==> src/rtl/program_arbiter_pkg.sv <==
// Shared types and helpers for the two-port Avalon-MM program arbiter.
// Holds the FSM state enum, the default abort read data and a clog2 helper.
package program_arbiter_pkg;

    typedef enum logic {
        IDLE = 1'b0,
        BUSY = 1'b1
    } state_e;

    localparam logic [31:0] DEF_TIMEOUT_DATA = 32'hDEAD_BEEF;

    // Width needed to hold values 0..v-1; never returns less than 1.
    function automatic int clog2(input int v);
        int r;
        int x;
        r = 0;
        x = v - 1;
        while (x > 0) begin
            r++;
            x = x >> 1;
        end
        if (r == 0) r = 1;
        return r;
    endfunction

endpackage

==> src/rtl/rr_select2.sv <==
// Two-way round-robin selector, purely combinational.
// Ports: act0_i/act1_i requester active, last_grant_i previous winner, grant_o next winner.
module rr_select2 (
    input  logic act0_i,
    input  logic act1_i,
    input  logic last_grant_i,
    output logic grant_o
);

    // A tie goes to whoever did not win last; otherwise the lone active one.
    assign grant_o = (act0_i & act1_i) ? ~last_grant_i : act1_i;

endmodule

==> src/rtl/program_arbiter.sv <==
// Round-robin arbiter sharing one Avalon-MM slave between two requesters,
// with a per-transfer watchdog that aborts hung downstream transfers.
// Ports: r0_*/r1_* requester slave ports, m_* downstream master port,
// timeout_clear/timeout_flag sticky abort indication, clk/reset (async, low).
module program_arbiter
    import program_arbiter_pkg::*;
#(
    parameter int                    ADDR_WIDTH   = 32,
    parameter int                    DATA_WIDTH   = 32,
    parameter int                    TIMEOUT      = 1024,
    parameter logic [DATA_WIDTH-1:0] TIMEOUT_DATA = DATA_WIDTH'(DEF_TIMEOUT_DATA)
) (
    input  logic                  clk,
    input  logic                  reset,
    input  logic [ADDR_WIDTH-1:0] r0_address,
    input  logic                  r0_read,
    input  logic                  r0_write,
    input  logic [DATA_WIDTH-1:0] r0_writedata,
    output logic [DATA_WIDTH-1:0] r0_readdata,
    output logic                  r0_waitrequest,
    input  logic [ADDR_WIDTH-1:0] r1_address,
    input  logic                  r1_read,
    input  logic                  r1_write,
    input  logic [DATA_WIDTH-1:0] r1_writedata,
    output logic [DATA_WIDTH-1:0] r1_readdata,
    output logic                  r1_waitrequest,
    output logic [ADDR_WIDTH-1:0] m_address,
    output logic                  m_read,
    output logic                  m_write,
    output logic [DATA_WIDTH-1:0] m_writedata,
    input  logic [DATA_WIDTH-1:0] m_readdata,
    input  logic                  m_waitrequest,
    input  logic                  timeout_clear,
    output logic                  timeout_flag
);

    localparam int TW = clog2(TIMEOUT + 1);

    state_e          state_q, state_d;
    logic            grant_q, grant_d;
    logic            last_q, last_d;
    logic [TW-1:0]   timer_q, timer_d;
    logic            flag_q, flag_d;

    logic            act0, act1, sel;
    logic            busy, g_rd, g_wr, g_req;
    logic            abort, done;
    logic [DATA_WIDTH-1:0] resp_data;
    logic            resp_wait;

    assign act0 = r0_read | r0_write;
    assign act1 = r1_read | r1_write;

    rr_select2 u_sel (
        .act0_i       (act0),
        .act1_i       (act1),
        .last_grant_i (last_q),
        .grant_o      (sel)
    );

    assign busy  = (state_q == BUSY);
    assign g_rd  = grant_q ? r1_read  : r0_read;
    assign g_wr  = grant_q ? r1_write : r0_write;
    assign g_req = g_rd | g_wr;

    // Watchdog fires on the last permitted stall cycle.
    assign abort = busy & g_req & m_waitrequest
                 & (timer_q == TW'(TIMEOUT - 1));
    assign done  = busy & g_req & ~m_waitrequest;

    assign resp_wait = abort ? 1'b0 : m_waitrequest;
    assign resp_data = abort ? TIMEOUT_DATA : m_readdata;

    assign timeout_flag = flag_q;

    always_comb begin
        m_address      = grant_q ? r1_address   : r0_address;
        m_writedata    = grant_q ? r1_writedata : r0_writedata;
        m_read         = busy & g_rd & ~abort;
        m_write        = busy & g_wr & ~abort;
        r0_waitrequest = 1'b1;
        r1_waitrequest = 1'b1;
        r0_readdata    = '0;
        r1_readdata    = '0;
        if (busy) begin
            if (grant_q) begin
                r1_waitrequest = resp_wait;
                r1_readdata    = resp_data;
            end else begin
                r0_waitrequest = resp_wait;
                r0_readdata    = resp_data;
            end
        end
    end

    always_comb begin
        state_d = state_q;
        grant_d = grant_q;
        last_d  = last_q;
        timer_d = timer_q;
        flag_d  = flag_q;
        if (timeout_clear) flag_d = 1'b0;
        if (abort)         flag_d = 1'b1;
        unique case (state_q)
            IDLE: begin
                if (act0 | act1) begin
                    state_d = BUSY;
                    grant_d = sel;
                    timer_d = '0;
                end
            end
            BUSY: begin
                if (!g_req) begin
                    // Withdrawn request: drop it without crediting the grant.
                    state_d = IDLE;
                end else if (done | abort) begin
                    state_d = IDLE;
                    last_d  = grant_q;
                end else if (timer_q != TW'(TIMEOUT)) begin
                    timer_d = timer_q + 1'b1;
                end
            end
        endcase
    end

    always_ff @(posedge clk or negedge reset) begin
        if (!reset) begin
            state_q <= IDLE;
            grant_q <= 1'b0;
            last_q  <= 1'b1;
            timer_q <= '0;
            flag_q  <= 1'b0;
        end else begin
            state_q <= state_d;
            grant_q <= grant_d;
            last_q  <= last_d;
            timer_q <= timer_d;
            flag_q  <= flag_d;
        end
    end

endmodule

==> config.mk <==
export PLATFORM = sky130hd
export DESIGN_NAME = program_arbiter
export DESIGN_NICKNAME = d
export VERILOG_FILES = /design/src/rtl/program_arbiter_pkg.sv /design/src/rtl/rr_select2.sv /design/src/rtl/program_arbiter.sv
export SDC_FILE = /design/constraint.sdc
export NUM_CORES = 1
export LEC_CHECK = 0
export ABC_AREA = 1
export BUFFER_PORTS_ARGS = -buffer_cell sky130_fd_sc_hd__buf_2
export CAP_MARGIN = 5
export CORE_AREA = 5 5 113 115
export DETAILED_ROUTE_END_ITERATION = 8
export DIE_AREA = 0 0 118 120
export GPL_ROUTABILITY_DRIVEN = 0
export PLACE_DENSITY = 0.63
export SLEW_MARGIN = 25
export SYNTH_ARGS = -nofsm -noshare
export SYNTH_HDL_FRONTEND = slang
export SYNTH_SLANG_ARGS = --single-unit
==> constraint.sdc <==
create_clock -name clk -period 3 [get_ports clk]
set_input_delay 0.6 -clock clk [delete_from_list [all_inputs] [get_ports clk]]
set_output_delay 0.6 -clock clk [all_outputs]
set_load 0.01 [all_outputs]
# Word level (Yosys, flattened, before mapping)
# Cells that the tools add are included.
[word_totals] regBits=15 latch_bits=0 ram_bits=0 rom_bits=0 in_bits=168 output_inout_bits=133 elab_cells=60 mem_count=0
[classes] n_addsub=1 multipliers=0 div_mod_pow=0 n_lt_le_gt_ge=0 eq_ne=6 shift=0 mux=26 bitwise_logic=18 n_reduce_logical=4
[ops] op="32-bit two-way mux" n=7
[ops] op="11-bit two-way mux" n=4
[ops] op="11-bit one-hot mux with 2 select lines" n=1
[ops] op="1-bit two-way mux" n=13
[ops] op="11-bit by 1-bit adder with 11-bit output (second input constant)" n=1
[ops] op="11-bit by 10-bit == test with 1-bit output (second input constant)" n=1
[ops] op="11-bit != test (second input constant)" n=1
[ops] op="1-bit AND" n=9
[ops] op="1-bit bitwise OR" n=5
[ops] op="2-bit by 1-bit != test with 1-bit output (second input constant)" n=2
[ops] op="2-bit != test (second input constant)" n=2
[ops] op="1-bit NOT" n=4
[ops] op="4-bit AND reduction" n=1
[ops] op="3-bit AND reduction" n=1
[ops] op="1-bit one-hot mux with 2 select lines" n=1
[ops] op="2-bit AND reduction" n=1
[ops] op="2-bit nonzero test" n=1

# Longest topological paths before layout
[depth] depth_word=9 mapped_depth=10 depth_no_buf=9

# Hierarchy
# From an unflattened synthesis, not the netlist that was laid out.
[unflattened] cells_unflattened=476 area_unflattened_um2=2372.3
[by_module_without_submodules] module="program_arbiter" n_inst=1 cells_each=474 area_per_inst_um2=2359.8 seq_area_each_um2=376.6
[by_module_without_submodules] module="rr_select2" n_inst=1 cells_each=2 area_per_inst_um2=12.5 seq_area_each_um2=0.0

# Worst setup path after synthesis
# OpenSTA, ideal clock, no wires.
[synth_timing] path_type="register -> output" startpoint="register timer_q[0]" endpoint="output port r1_readdata[18]" t_arrival_ns=1.563 required_ns=2.400 slack_ns=0.837 stages_incl_launch_ff=10 path_buffers=2 cell_sequence="dfrtp_1 > ha_1 > nand2_1 > nor2_2 > nand3_2 > inv_2 > nand3_2 > buf_6 > buf_6 > a21oi_2"
[synth_via] elab_chain_len=5
[synth_rtl] item="start: declaration" line_no="program_arbiter.sv:42" source="logic [TW-1:0] timer_q, timer_d;"
[synth_rtl] item="start signal: assignment" line_no="program_arbiter.sv:137" source="timer_q <= timer_d;"
[synth_rtl] item="11-bit by 10-bit == test with 1-bit output" line_no="program_arbiter.sv:68" source="& (timer_q == TW'(TIMEOUT - 1));"
[synth_rtl] item="1-bit AND" line_no="program_arbiter.sv:68"
[synth_rtl] item="32-bit two-way mux" line_no="program_arbiter.sv:72" source="assign resp_data = abort ? TIMEOUT_DATA : m_readdata;"
[synth_rtl] item="32-bit two-way mux" line_no="program_arbiter.sv:86" source="if (grant_q) begin"
[synth_rtl] item="32-bit two-way mux" line_no="program_arbiter.sv:85" source="if (busy) begin"
[synth_rtl] item="end: declaration" line_no="program_arbiter.sv:25" source="output logic [DATA_WIDTH-1:0] r1_readdata,"
# No other way between the ends.

# Worst setup path in the final report
[layout_timing] startpoint="register timer_q[0]" endpoint="output port r0_readdata[2]"
[layout_via] elab_chain_len=5
[layout_rtl] item="11-bit by 10-bit == test with 1-bit output" line_no="program_arbiter.sv:68"
[layout_rtl] item="1-bit AND" line_no="program_arbiter.sv:68"
[layout_rtl] item="32-bit two-way mux" line_no="program_arbiter.sv:72"
[layout_rtl] item="32-bit two-way mux" line_no="program_arbiter.sv:86"
[layout_rtl] item="32-bit two-way mux" line_no="program_arbiter.sv:85"
[layout_rtl] item="end: declaration" line_no="program_arbiter.sv:19" source="output logic [DATA_WIDTH-1:0] r0_readdata,"
# No other way between the ends.

==> metrics.txt <==
Clock Latency Late Sink 0.25 ns; die span in y 120 µm; antenna violations before repair 0; cells after synthesis 482; yosys warns 0; fraction of layout cells with a size suffix above 1 0.4331; Setup crit start kind flip-flop; Psw 1.675 mW; Yosys top cell by area nand2_1; Slew Limit Fails 0; Reg2Reg Depth 9; Root Driver clkbuf_16; combinational share of power 0.806; Layout Nets 933; placed cell count 905; RSZ-0062 raised after global routing false; Reg-to-Reg Start timer_q[0]$_DFFE_PN0P_; CTS max path bufs 2; Seq/Total Area, Yosys 0.1606; beginning of the critical path timer_q[0]$_DFFE_PN0P_; hpwl dp 10290 µm; Core ar. 11710 µm²; CP Max Fanout 34; Power Density 734.1 nW/µm²; Slew headroom 0.3753; initial core utilization 0.2002; first-pass GRT wire length 18290 µm; Max H-tree Level 1; DR pass1 iterations 5; final wirelength 12280 µm; Final Skew 0.001340 ns; Synth-to-Final Area Change 72.04%; CTS-repair resized insts 0; CTS tree done; crit path DAT 2.13 ns; Reg clk slew, reported paths 0.05 ns; ranking of synthesized cells by area nand2_1 (42%), dfrtp_1 (15%), a21oi_1 (9.0%); final worst-path cycle share 0.9096; FF+latch count, synth 15; cts bufs inserted 3; vias in the first global route 3589; Starting DRT DRC Count 186; Worst VDD drop 0.0004668 V; # setup viols final 0; GRT Util Overall 0.1552; vias 3927; Post-Syn Nets 652; Row Count 40; ANT nets after route 0; I/O Pins 301; Buffers on Ports 300; Sequential Power Share 0.104; R2R Path End timer_q[4]$_DFFE_PN0P_; fmax 366.5 MHz; Crit path required time 2.40 ns; drt wl/cell 13.51 µm; Reg2Reg Setup Slack 0.87 ns; # hold bufs at CTS 0; # diodes 0; Crit. End Element primary output; DRC 0; Post-CTS Setup Inserts 0; Worst Tran Pin Value 0.9360 ns; Switching Fraction 0.5658; Fin Setup TNS 0 ns; Yosys top cell area share 0.4210; HP Class in -> async; clock power share 0.090; Non-Filler Instances 909; unique cell type count in the Yosys netlist 24; crit path kind reg -> out; Cell Area, Synth 2345 µm²; max-cap viol count 0; GR Overflow Total 0; crit path time final 2.729 ns; Power Internal 1.286 mW; Total Die Area 14160 µm²; largest net degree at the start of global routing 66; vias per cell 4.320; Pleak 2.726 nW; outcome finished clean; Die X 118 µm; Mapped Avg Cell Area 4.865 µm²; Final Hold Vio Count 0; Sink Count 15
## metrics by stage
step                      power (mW)  hold WS, ns  setup WS [ns]  utilization  cell area [µm²]
final                          2.961       0.2636         0.2711       0.3444             4034
after global routing           3.262       0.2914        0.08321       0.3444             4034
after CTS                      2.996       0.2730         0.2738       0.3444             4034
after detailed placement       2.713       0.5004         0.5335       0.3376             3954
after global placement         2.735       0.4891         0.5488       0.3376             3954
after floorplan                1.698       0.3044         0.8370            -             2345
## synth_stat cells
library cell,instances
a21oi_1,42
a21oi_2,9
buf_1,1
buf_2,6
buf_4,1
buf_6,2
clkbuf_1,21
dfrtp_1,14
dfstp_2,1
ha_1,2
inv_1,40
inv_2,2
nand2_1,263
nand3_1,21
nand3_2,2
nand3b_1,1
nand4_1,2
nor2_1,41
nor2_2,1
nor2_4,1
o21ai_0,4
o21ai_1,3
or2_2,1
xor2_1,1
## worst max-delay path, stage by stage, from the launching register on
cell and delay, ns:
dfrtp_1 0.47, ha_1 0.23, nand2_1 0.09, nor2_2 0.17, nand3_2 0.15, inv_2 0.08, nand3_2 0.10, buf_4 0.25
a21oi_1 0.17, buf_2 0.16
## worst max path at each step
stage,endpoint,slack [ns],cells after the start
4_1_cts,r1_waitrequest,0.27,10
2_1_floorplan,r1_readdata[18],0.84,9
3_3_place_gp,r1_readdata[24],0.55,12
5_1_grt,r0_readdata[15],0.08,9
6_report,r0_readdata[2],0.27,9
3_5_place_dp,r0_readdata[24],0.53,12
## sequential cells by signal, indices dropped and copies added (netlist names)
register,count
last_q,1
busy,1
timer_q,11
timeout_flag,1
grant_q,1
## layout by cell type, fill, tap and decap left out, drive strengths merged
| cell | count |
|---|---|
| inv | 42 |
| or2 | 1 |
| nand4 | 2 |
| nor2 | 43 |
| nand3b | 1 |
| ha | 2 |
| dfstp | 1 |
| a21oi | 51 |
| nand2 | 263 |
| o21ai | 7 |
| dfrtp | 14 |
| clkinv | 1 |
| buf | 307 |
| clkbuf | 3 |
| nand3 | 23 |
| xor2 | 1 |
## cell families (layout without fill, tap and decap cells)
logic type,after synthesis,count (layout),synth area share
adder cells (fa/ha/maj),2,2,0.01067
XOR/XNOR,1,1,0.003736
AND/OR/NAND/NOR,333,333,0.5587
buffers and inverters,73,353,0.1281
flip-flops,15,15,0.1606
AO/OA/AOI/OAI,58,58,0.1382
## power by group through the flow
stage               logic (mW)  clock network (mW)  registers (mW)
floorplan                 1.42                   0           0.275
finish                    2.39               0.265           0.308
detailed placement        2.40                   0           0.310
global placement          2.43                   0           0.310
CTS                       2.41               0.274           0.307
global route              2.66               0.284           0.317
## cell type report
class                   count  area (µm²)
flip-flops and latches     15       377.9
repair buffers            307        1567
multi-input cells         394        1668
clock buffers               3       75.07
inverters                  42       157.7
fillers                  1355        7677
well taps                 147       183.9
clock inverters             1       5.005
## per-layer routing
metal  share of wire  wire length, µm  vias to the layer above  global-route usage
met2            0.48             5864                      232              0.2663
met1            0.39             4794                     1650              0.1860
met3            0.12             1427                       20             0.05419
met5               0                0                        -                   0
met4           0.016              193                        0             0.03656
li1                -                -                     2025                   -
Note: power is estimated with default switching activity, not from simulation.
